`config.mk`:
```
export PLATFORM = sky130hd
export DESIGN_NAME = ball_motion_engine
export DESIGN_NICKNAME = d
export VERILOG_FILES = /design/src/rtl/ball_motion_engine.sv
export SDC_FILE = /design/constraint.sdc
export NUM_CORES = 1
export LEC_CHECK = 0
export CORE_AREA = 4 4 83 85
export DETAILED_ROUTE_END_ITERATION = 12
export DIE_AREA = 0 0 87 89
export GPL_ROUTABILITY_DRIVEN = 0
export PLACE_DENSITY = 0.89
export REMOVE_ABC_BUFFERS = 1
export SLEW_MARGIN = 20
export SYNTH_ARGS = -nofsm -noshare
export SYNTH_HDL_FRONTEND = slang
export SYNTH_SLANG_ARGS = --single-unit
```
`constraint.sdc`:
```
create_clock -name iFrame_CLK -period 4.55 [get_ports iFrame_CLK]
set_input_delay 0.91 -clock iFrame_CLK [delete_from_list [all_inputs] [get_ports iFrame_CLK]]
set_output_delay 0.91 -clock iFrame_CLK [all_outputs]
set_load 0.02 [all_outputs]
```
`src/rtl/ball_motion_engine.sv`:
```
// Frame-rate ball position engine: serve/pause/miss control, accelerating step,
// saturating arena clamps and a paddle-bounce counter. All outputs are registered.
module ball_motion_engine #(
    parameter int COORD_W         = 10,
    parameter int X_INIT          = 320,
    parameter int Y_INIT          = 240,
    parameter int X_MIN           = 8,
    parameter int X_MAX           = 631,
    parameter int Y_MIN           = 8,
    parameter int Y_MAX           = 471,
    parameter int STEP_W          = 3,
    parameter int STEP_INIT       = 2,
    parameter int STEP_MAX        = 6,
    parameter int SPEEDUP_BOUNCES = 8,
    parameter int HOLD_FRAMES     = 60,
    parameter int HOLD_W          = 6
) (
    input  logic               iFrame_CLK,
    input  logic               iRST,
    input  logic               iServe,
    input  logic [1:0]         iServe_dir,
    input  logic               iPause,
    input  logic [3:0]         iCrash,
    input  logic               iMiss,
    output logic [COORD_W-1:0] oBall_x,
    output logic [COORD_W-1:0] oBall_y,
    output logic [1:0]         oDir,
    output logic [STEP_W-1:0]  oStep,
    output logic [7:0]         oBounce_cnt,
    output logic               oMiss,
    output logic [1:0]         oState
);

    localparam int CW1 = COORD_W + 1;
    localparam logic [COORD_W-1:0] X_INIT_C  = COORD_W'(X_INIT);
    localparam logic [COORD_W-1:0] Y_INIT_C  = COORD_W'(Y_INIT);
    localparam logic [COORD_W-1:0] X_MIN_C   = COORD_W'(X_MIN);
    localparam logic [COORD_W-1:0] X_MAX_C   = COORD_W'(X_MAX);
    localparam logic [COORD_W-1:0] Y_MIN_C   = COORD_W'(Y_MIN);
    localparam logic [COORD_W-1:0] Y_MAX_C   = COORD_W'(Y_MAX);
    localparam logic [CW1-1:0]     X_MIN_W   = CW1'(X_MIN);
    localparam logic [CW1-1:0]     X_MAX_W   = CW1'(X_MAX);
    localparam logic [CW1-1:0]     Y_MIN_W   = CW1'(Y_MIN);
    localparam logic [CW1-1:0]     Y_MAX_W   = CW1'(Y_MAX);
    localparam logic [STEP_W-1:0]  STEP_INIT_C = STEP_W'(STEP_INIT);
    localparam logic [STEP_W-1:0]  STEP_MAX_C  = STEP_W'(STEP_MAX);
    localparam logic [HOLD_W-1:0]  HOLD_LAST   = HOLD_W'(HOLD_FRAMES - 1);

    typedef enum logic [1:0] {
        IDLE  = 2'd0,
        MOVE  = 2'd1,
        PAUSE = 2'd2,
        MISS  = 2'd3
    } state_t;

    state_t              state_r, state_next;
    logic [COORD_W-1:0]  x_r, y_r, x_next, y_next;
    logic                x_dir_r, y_dir_r, x_dir_next, y_dir_next;
    logic [STEP_W-1:0]   step_r, step_next;
    logic [7:0]          cnt_r, cnt_next;
    logic                miss_r, miss_next;
    logic [HOLD_W-1:0]   hold_r, hold_next;

    logic                xd_new, yd_new, paddle_hit;
    logic [CW1-1:0]      step_ext, x_sum, y_sum;
    logic [COORD_W-1:0]  x_mv, y_mv;
    logic [7:0]          cnt_inc;
    logic [STEP_W-1:0]   step_inc;
    logic                speedup;

    // Reflection and saturating motion for one MOVE frame; reflection is applied
    // before the position step so the ball never travels into a wall it just hit.
    always_comb begin
        xd_new     = x_dir_r ? ~iCrash[3] : iCrash[2];
        yd_new     = y_dir_r ? ~iCrash[1] : iCrash[0];
        paddle_hit = ~y_dir_r & iCrash[0];
        step_ext   = CW1'(step_r);
        x_sum      = {1'b0, x_r} + step_ext;
        y_sum      = {1'b0, y_r} + step_ext;
        x_mv       = x_sum[COORD_W-1:0];
        y_mv       = y_sum[COORD_W-1:0];
        if (xd_new) begin
            x_mv = ({1'b0, x_r} < X_MIN_W + step_ext) ? X_MIN_C : x_r - COORD_W'(step_r);
        end else if (x_sum > X_MAX_W) begin
            x_mv = X_MAX_C;
        end
        if (yd_new) begin
            y_mv = ({1'b0, y_r} < Y_MIN_W + step_ext) ? Y_MIN_C : y_r - COORD_W'(step_r);
        end else if (y_sum > Y_MAX_W) begin
            y_mv = Y_MAX_C;
        end
        cnt_inc  = (cnt_r == 8'hFF) ? 8'hFF : cnt_r + 8'd1;
        step_inc = (step_r >= STEP_MAX_C) ? STEP_MAX_C : step_r + STEP_W'(1);
        speedup  = (cnt_r != 8'hFF) && ((32'(cnt_inc) % SPEEDUP_BOUNCES) == 0);
    end

    always_comb begin
        state_next = state_r;
        x_next     = x_r;
        y_next     = y_r;
        x_dir_next = x_dir_r;
        y_dir_next = y_dir_r;
        step_next  = step_r;
        cnt_next   = cnt_r;
        miss_next  = 1'b0;
        hold_next  = hold_r;
        case (state_r)
            IDLE: begin
                x_next = X_INIT_C;
                y_next = Y_INIT_C;
                if (iServe) begin
                    state_next = MOVE;
                    x_dir_next = iServe_dir[1];
                    y_dir_next = iServe_dir[0];
                    step_next  = STEP_INIT_C;
                    cnt_next   = 8'd0;
                end
            end
            MOVE: begin
                if (iMiss) begin
                    state_next = MISS;
                    miss_next  = 1'b1;
                    hold_next  = '0;
                end else if (iPause) begin
                    state_next = PAUSE;
                end else begin
                    x_dir_next = xd_new;
                    y_dir_next = yd_new;
                    x_next     = x_mv;
                    y_next     = y_mv;
                    if (paddle_hit) begin
                        cnt_next = cnt_inc;
                        if (speedup) begin
                            step_next = step_inc;
                        end
                    end
                end
            end
            PAUSE: begin
                if (!iPause) begin
                    state_next = MOVE;
                end
            end
            MISS: begin
                // The bounce count survives the return to IDLE so the score stays visible.
                if (hold_r == HOLD_LAST) begin
                    state_next = IDLE;
                    x_next     = X_INIT_C;
                    y_next     = Y_INIT_C;
                    step_next  = STEP_INIT_C;
                    hold_next  = '0;
                end else begin
                    hold_next = hold_r + HOLD_W'(1);
                end
            end
            default: state_next = IDLE;
        endcase
    end

    always_ff @(posedge iFrame_CLK or posedge iRST) begin
        if (iRST) begin
            state_r <= IDLE;
        end else begin
            state_r <= state_next;
        end
    end

    always_ff @(posedge iFrame_CLK or posedge iRST) begin
        if (iRST) begin
            x_r     <= X_INIT_C;
            y_r     <= Y_INIT_C;
            x_dir_r <= 1'b0;
            y_dir_r <= 1'b0;
            step_r  <= STEP_INIT_C;
            cnt_r   <= 8'd0;
            miss_r  <= 1'b0;
            hold_r  <= '0;
        end else begin
            x_r     <= x_next;
            y_r     <= y_next;
            x_dir_r <= x_dir_next;
            y_dir_r <= y_dir_next;
            step_r  <= step_next;
            cnt_r   <= cnt_next;
            miss_r  <= miss_next;
            hold_r  <= hold_next;
        end
    end

    assign oBall_x     = x_r;
    assign oBall_y     = y_r;
    assign oDir        = {x_dir_r, y_dir_r};
    assign oStep       = step_r;
    assign oBounce_cnt = cnt_r;
    assign oMiss       = miss_r;
    assign oState      = state_r;

endmodule

```
# Word-level counts from Yosys, hierarchy flattened
# Cells that the tools add are included.
totals:
  reg_bits: 42
  out_inout_bits: 36
  wordCells: 102
classes:
  addsub: 8
  order_cmp: 5
  n_eq_ne: 15
  muxes: 49
  bitwise_logic: 4
  n_reduce_logical: 12
op_table:
  columns: ["cell", "count"]
  rows:
  - ["$mux W10", 12]
  - ["$pmux W10 S3", 2]
  - ["$mux W8", 5]
  - ["$logic_not A32 Y1", 1]
  - ["$add A10 B3 Y11", 2]
  - ["$mux W3", 7]
  - ["$sub A10 B3 Y10", 2]
  - ["$ne A2 B2 Y1 const B", 8]
  - ["$pmux W8 S2", 1]
  - ["$mux W6", 2]
  - ["$pmux W6 S2", 1]
  - ["$reduce_and A4 Y1", 3]
  - ["$gt A11 B10 Y1 const B", 1]
  - ["$gt A11 B9 Y1 const B", 1]
  - ["$lt A10 B11 Y1", 1]
  - ["$lt A10 B5 Y1", 1]
  - ["$mux W1", 10]
  - ["$mux W2", 5]
  - ["$pmux W3 S3", 1]
  - ["$add A8 B1 Y8 const B", 1]
  - ["$eq A8 B8 Y1 const B", 1]
  - ["$ne A8 B8 Y1 const B", 1]
  - ["$pmux W2 S4", 1]
  - ["$reduce_and A7 Y1", 1]
  - ["17 further kinds", 22]

# Logic depth before layout (Yosys ltp)
logic_depth:
  depth_word: 9
  ltp_mapped: 11
  mapped_depth_nobuf: 10

# Worst setup path after synthesis
# OpenSTA, ideal clock, no wires.
synth_timing:
  kind: "register to register"
  startpoint: "register step_r[1] (netlist: oStep[1])"
  endpoint: "register y_r[3] (netlist: oBall_y[3])"
  setup_ns: 0.122
  arrival_time_ns: 2.713
  t_required_ns: 4.428
  path_slack_ns: 1.715
  path_stages_with_launch: 9
  period_less_slack_ns: 2.835
  cell_sequence: "dfstp_2 > inv_1 > fa_1 > o21ba_1 > or3_1 > or2_4 > a2111oi_4 > nor2_2 > a32o_1"
synth_via:
  elab_chain_cells: 7
  word_cells_on_any_way: 11
  classes_between: "add/sub (3); order compare (2); mux (6)"
synth_rtl:
  columns: ["element", "line_no", "rtl"]
  rows:
  - ["from (decl)", "59", "logic [STEP_W-1:0] step_r, step_next;"]
  - ["from (signal assigned)", "183", "step_r <= step_next;"]
  - ["$add A10 B3 Y11 / $add A4 B3 Y5 (equally long branches)", "79, 88", null]
  - ["$gt A11 B9 Y1 / $lt A10 B5 Y1 (equally long branches)", "89, 88", null]
  - ["$mux W10, on equally long branches", "89, 88", null]
  - ["$mux W10 *", "87", "if (yd_new) begin"]
  - ["$mux W10 *", "124", "end else if (iPause) begin"]
  - ["$mux W10 *", "120", "if (iMiss) begin"]
  - ["$pmux W10 S3 *", "107", "case (state_r)"]
  - ["to (signal assigned)", "180", "y_r <= y_next;"]
  - ["to (decl)", "57", "logic [COORD_W-1:0] x_r, y_r, x_next, y_next;"]
# Every way passes the cells marked *; elsewhere a longest branch is shown, timed or not. The select of a mux whose other input is x is not followed.
# A chain may end at the register's enable or synchronous reset.

# Worst setup path in the final report
# Ends and elaborated chain as after synthesis.

==> impl_metrics.yaml <==
outcome:
  status: "finished, final reports clean"
clocking:
  numClockSinks: 42
  cts_tree: "built"
  ctsResizeCount: 0
  htreeDepth: 2
  post_cts_buffers: 0
  cts_buffer_depth: 2
  clock_latency_ps: 300
  cts_buffers: 5
  path_clk_slew_ps: 80
  cts_hold_buf: 0
  root_buffer: "clkbuf_8"
flow_run:
  cap_violations: 0
final_layout:
  nFillCells: 485
  final_common_cell: "clkdlybuf4s50_1"
  layout_common_cells: "clkdlybuf4s50_1 (46), nor2_1 (40), nand2_1 (39)"
  drive_above_1_share_pct: 6.904
  utilization_pct: 67.72
  area_growth_pct: 15.63
  nets: 508
  antenna_cells: 0
synth:
  yosysWarningCount: 0
  synth_edf_count: 0
  syn_avg_cell_area_um2: 8.184
  netlist_area_mm2: 0.003633
  ys_seq_elements: 42
  ys_seq_area_share_pct: 29.17
  synth_cells: 444
  synth_ff_type: "dfrtp_1"
  synth.distinct_cells: 74
  async_flop_share_pct: 100.0
timing:
  hold_viol: 0
  slew_headroom_pct: 52.85
  tns_ps: 0
  max_freq_ghz: 0.3322
  finalCritPeriodShare_pct: 66.17
  drv_slew: 0
  skew_ps: 5.238
  setup_viol: 0
  worstMarginPinSlew_ps: 701.2
  rsz0062_at_grt: "false"
  min_period_ps: 3011
pwr:
  power.density_mw_per_mm2: 645.3
  ir_drop_uv: 384.1
  p_leak_uw: 0.001625
routing:
  viasPerCell: 6.595
  drt-initial-drc-count: 324
  drc: 0
  postRouteAntennaNets: 0
  via_count: 3660
  wl_per_cell_um: 17.84
  dr.pass1.iters: 5
  wl_um: 9900
global_routing:
  track_usage_pct: 26.51
  antenna_found_initial: 0
  grt_pass1_wl_um: 16460
  grt_pass1_vias: 3440
  grt-ovfl-total: 0
  grt_max_degree: 34
place:
  place_hpwl_um: 7038
  portBuffers: 46
critical_path:
  worstSetupStartpointType: "register"
  cp.required_ps: 4750
  endpoint_kind: "register"
  cp_max_fo: 7
  crit_arrival_ps: 3210
  path_class: "register to register"
floorplan:
  fp.coreArea_mm2: 0.006205
  die_x_um: 87
  start_util_pct: 58.56
  die_h_um: 89
  die_area_mm2: 0.007743
  rows: 29
  io-pin-count: 47
min_path:
  hold_path_class: "register to register"
cells by family (layout without fill, tap and decap cells):
family                   count (synthesis)  after routing  share of synthesized area (%)
AND/OR/NAND/NOR                        166            166                          24.07
AO/OA/AOI/OAI                          155            155                          29.96
buffers and inverters                   49             83                          6.129
flip-flops                              42             42                          29.17
adder cells (fa/ha/maj)                 20             20                          7.714
XOR/XNOR                                10             10                          2.410
multiplexers                             2              2                         0.5510
flip-flops by register name, indices dropped and copies added, names as in the netlist:
signal / flops
hold_r: 6
oBall_x: 10
oBall_y: 10
oBounce_cnt: 8
oMiss: 1
oState: 2
oStep: 3
x_dir_r: 1
y_dir_r: 1
path summary, 6_finish.rpt:
| path | slack [ps] | end | cells past startpoint | start |
|---|---|---|---|---|
| max in group asynchronous | 2830 | oBall_y[5]$_DFFE_PP1P_ | 3 | iRST |
| worst min-delay path | 530 | oBall_x[7]$_DFFE_PP0P_ | 1 | oBall_x[9]$_DFFE_PP0P_ |
| min in group asynchronous | 900 | oBall_x[4]$_DFFE_PP0P_ | 2 | iRST |
| worst max register to register | 1540 | oBall_y[3]$_DFFE_PP0P_ | 8 | oStep[1]$_DFFE_PP1P_ |
| worst min register to register | 530 | oBall_x[7]$_DFFE_PP0P_ | 1 | oBall_x[9]$_DFFE_PP0P_ |
| worst max-delay path | 1540 | oBall_y[3]$_DFFE_PP0P_ | 8 | oStep[1]$_DFFE_PP1P_ |
report_power, final:
part / switching [uW] / internal (uW)
clock network: 141 / 165
registers: 278 / 519
logic: 927 / 682
synth_stat cells, types with 3 or more instances:
| cell | number | area (um^2) |
|---|---|---|
| o211ai_1 | 6 | 45.04 |
| o22ai_1 | 6 | 37.54 |
| a32o_1 | 5 | 50.05 |
| nand2b_1 | 5 | 31.28 |
| dfstp_2 | 7 | 183.9 |
| nor3_1 | 11 | 55.05 |
| ha_1 | 16 | 200.2 |
| a211o_1 | 3 | 26.28 |
| and3_1 | 8 | 50.05 |
| buf_4 | 3 | 22.52 |
| o21bai_1 | 3 | 22.52 |
| inv_1 | 24 | 90.09 |
| nor2_1 | 40 | 150.1 |
| nor4_1 | 7 | 43.79 |
| o31ai_1 | 9 | 67.56 |
| a31oi_1 | 11 | 68.82 |
| a21oi_1 | 20 | 100.1 |
| a21o_1 | 5 | 37.54 |
| nor2b_1 | 11 | 68.82 |
| o41ai_1 | 3 | 26.28 |
| o21a_1 | 6 | 45.04 |
| xor2_1 | 5 | 43.79 |
| nand3_1 | 9 | 45.04 |
| clkbuf_1 | 15 | 56.30 |
| fa_1 | 4 | 80.08 |
| dfrtp_1 | 35 | 875.8 |
| xnor2_1 | 5 | 43.79 |
| a22o_1 | 5 | 43.79 |
| buf_6 | 3 | 33.78 |
| or3_1 | 7 | 43.79 |
| buf_2 | 4 | 20.02 |
| o21ai_1 | 9 | 45.04 |
| nand4_1 | 10 | 62.56 |
| a211oi_1 | 3 | 22.52 |
| nand2_1 | 39 | 146.4 |
| o21ai_0 | 35 | 175.2 |
final cells by class:
class                           count  area (um^2)  area share, %
Sequential cell                    42         1060          25.22
Inverter                           24        90.09          2.144
Multi-Input combinational cell    353         2351          55.96
Clock inverter                      1        30.03         0.7147
Timing Repair Buffer               51        498.0          11.85
Tap cell                           77        96.34          2.293
Clock buffer                        7        76.32          1.817
critical path, stage by stage (launching register included):
cell       delay, ps
dfstp_2          610
inv_1            190
fa_1             510
or4b_1           500
nor4_2           210
nor4bb_2         130
a2111oi_4        400
nor2_2           100
a32o_1           260
through the flow:
| stage | total power (uW) | hold WS, ps | worst slack, ps | area, um^2 | std cells |
|---|---|---|---|---|---|
| after floorplan | 1821 | 501.0 | 1715 | 3501 | 419 |
| after global placement | 2314 | 518.4 | 1655 | 4095 | 547 |
| after detailed placement | 2370 | 534.1 | 1573 | 4095 | 547 |
| after CTS | 2687 | 534.8 | 1537 | 4202 | 555 |
| after global routing | 2910 | 558.9 | 1350 | 4202 | 555 |
| final | 2711 | 533.7 | 1539 | 4202 | 555 |
layer usage:
layer | global-route usage, % | part of all wire, %
met4 | 12.04 | 3.5
met5 | 0 | 0
met1 | 34.52 | 42
met3 | 4.793 | 8.1
met2 | 43.00 | 47
(Power assumes the default switching activity.)
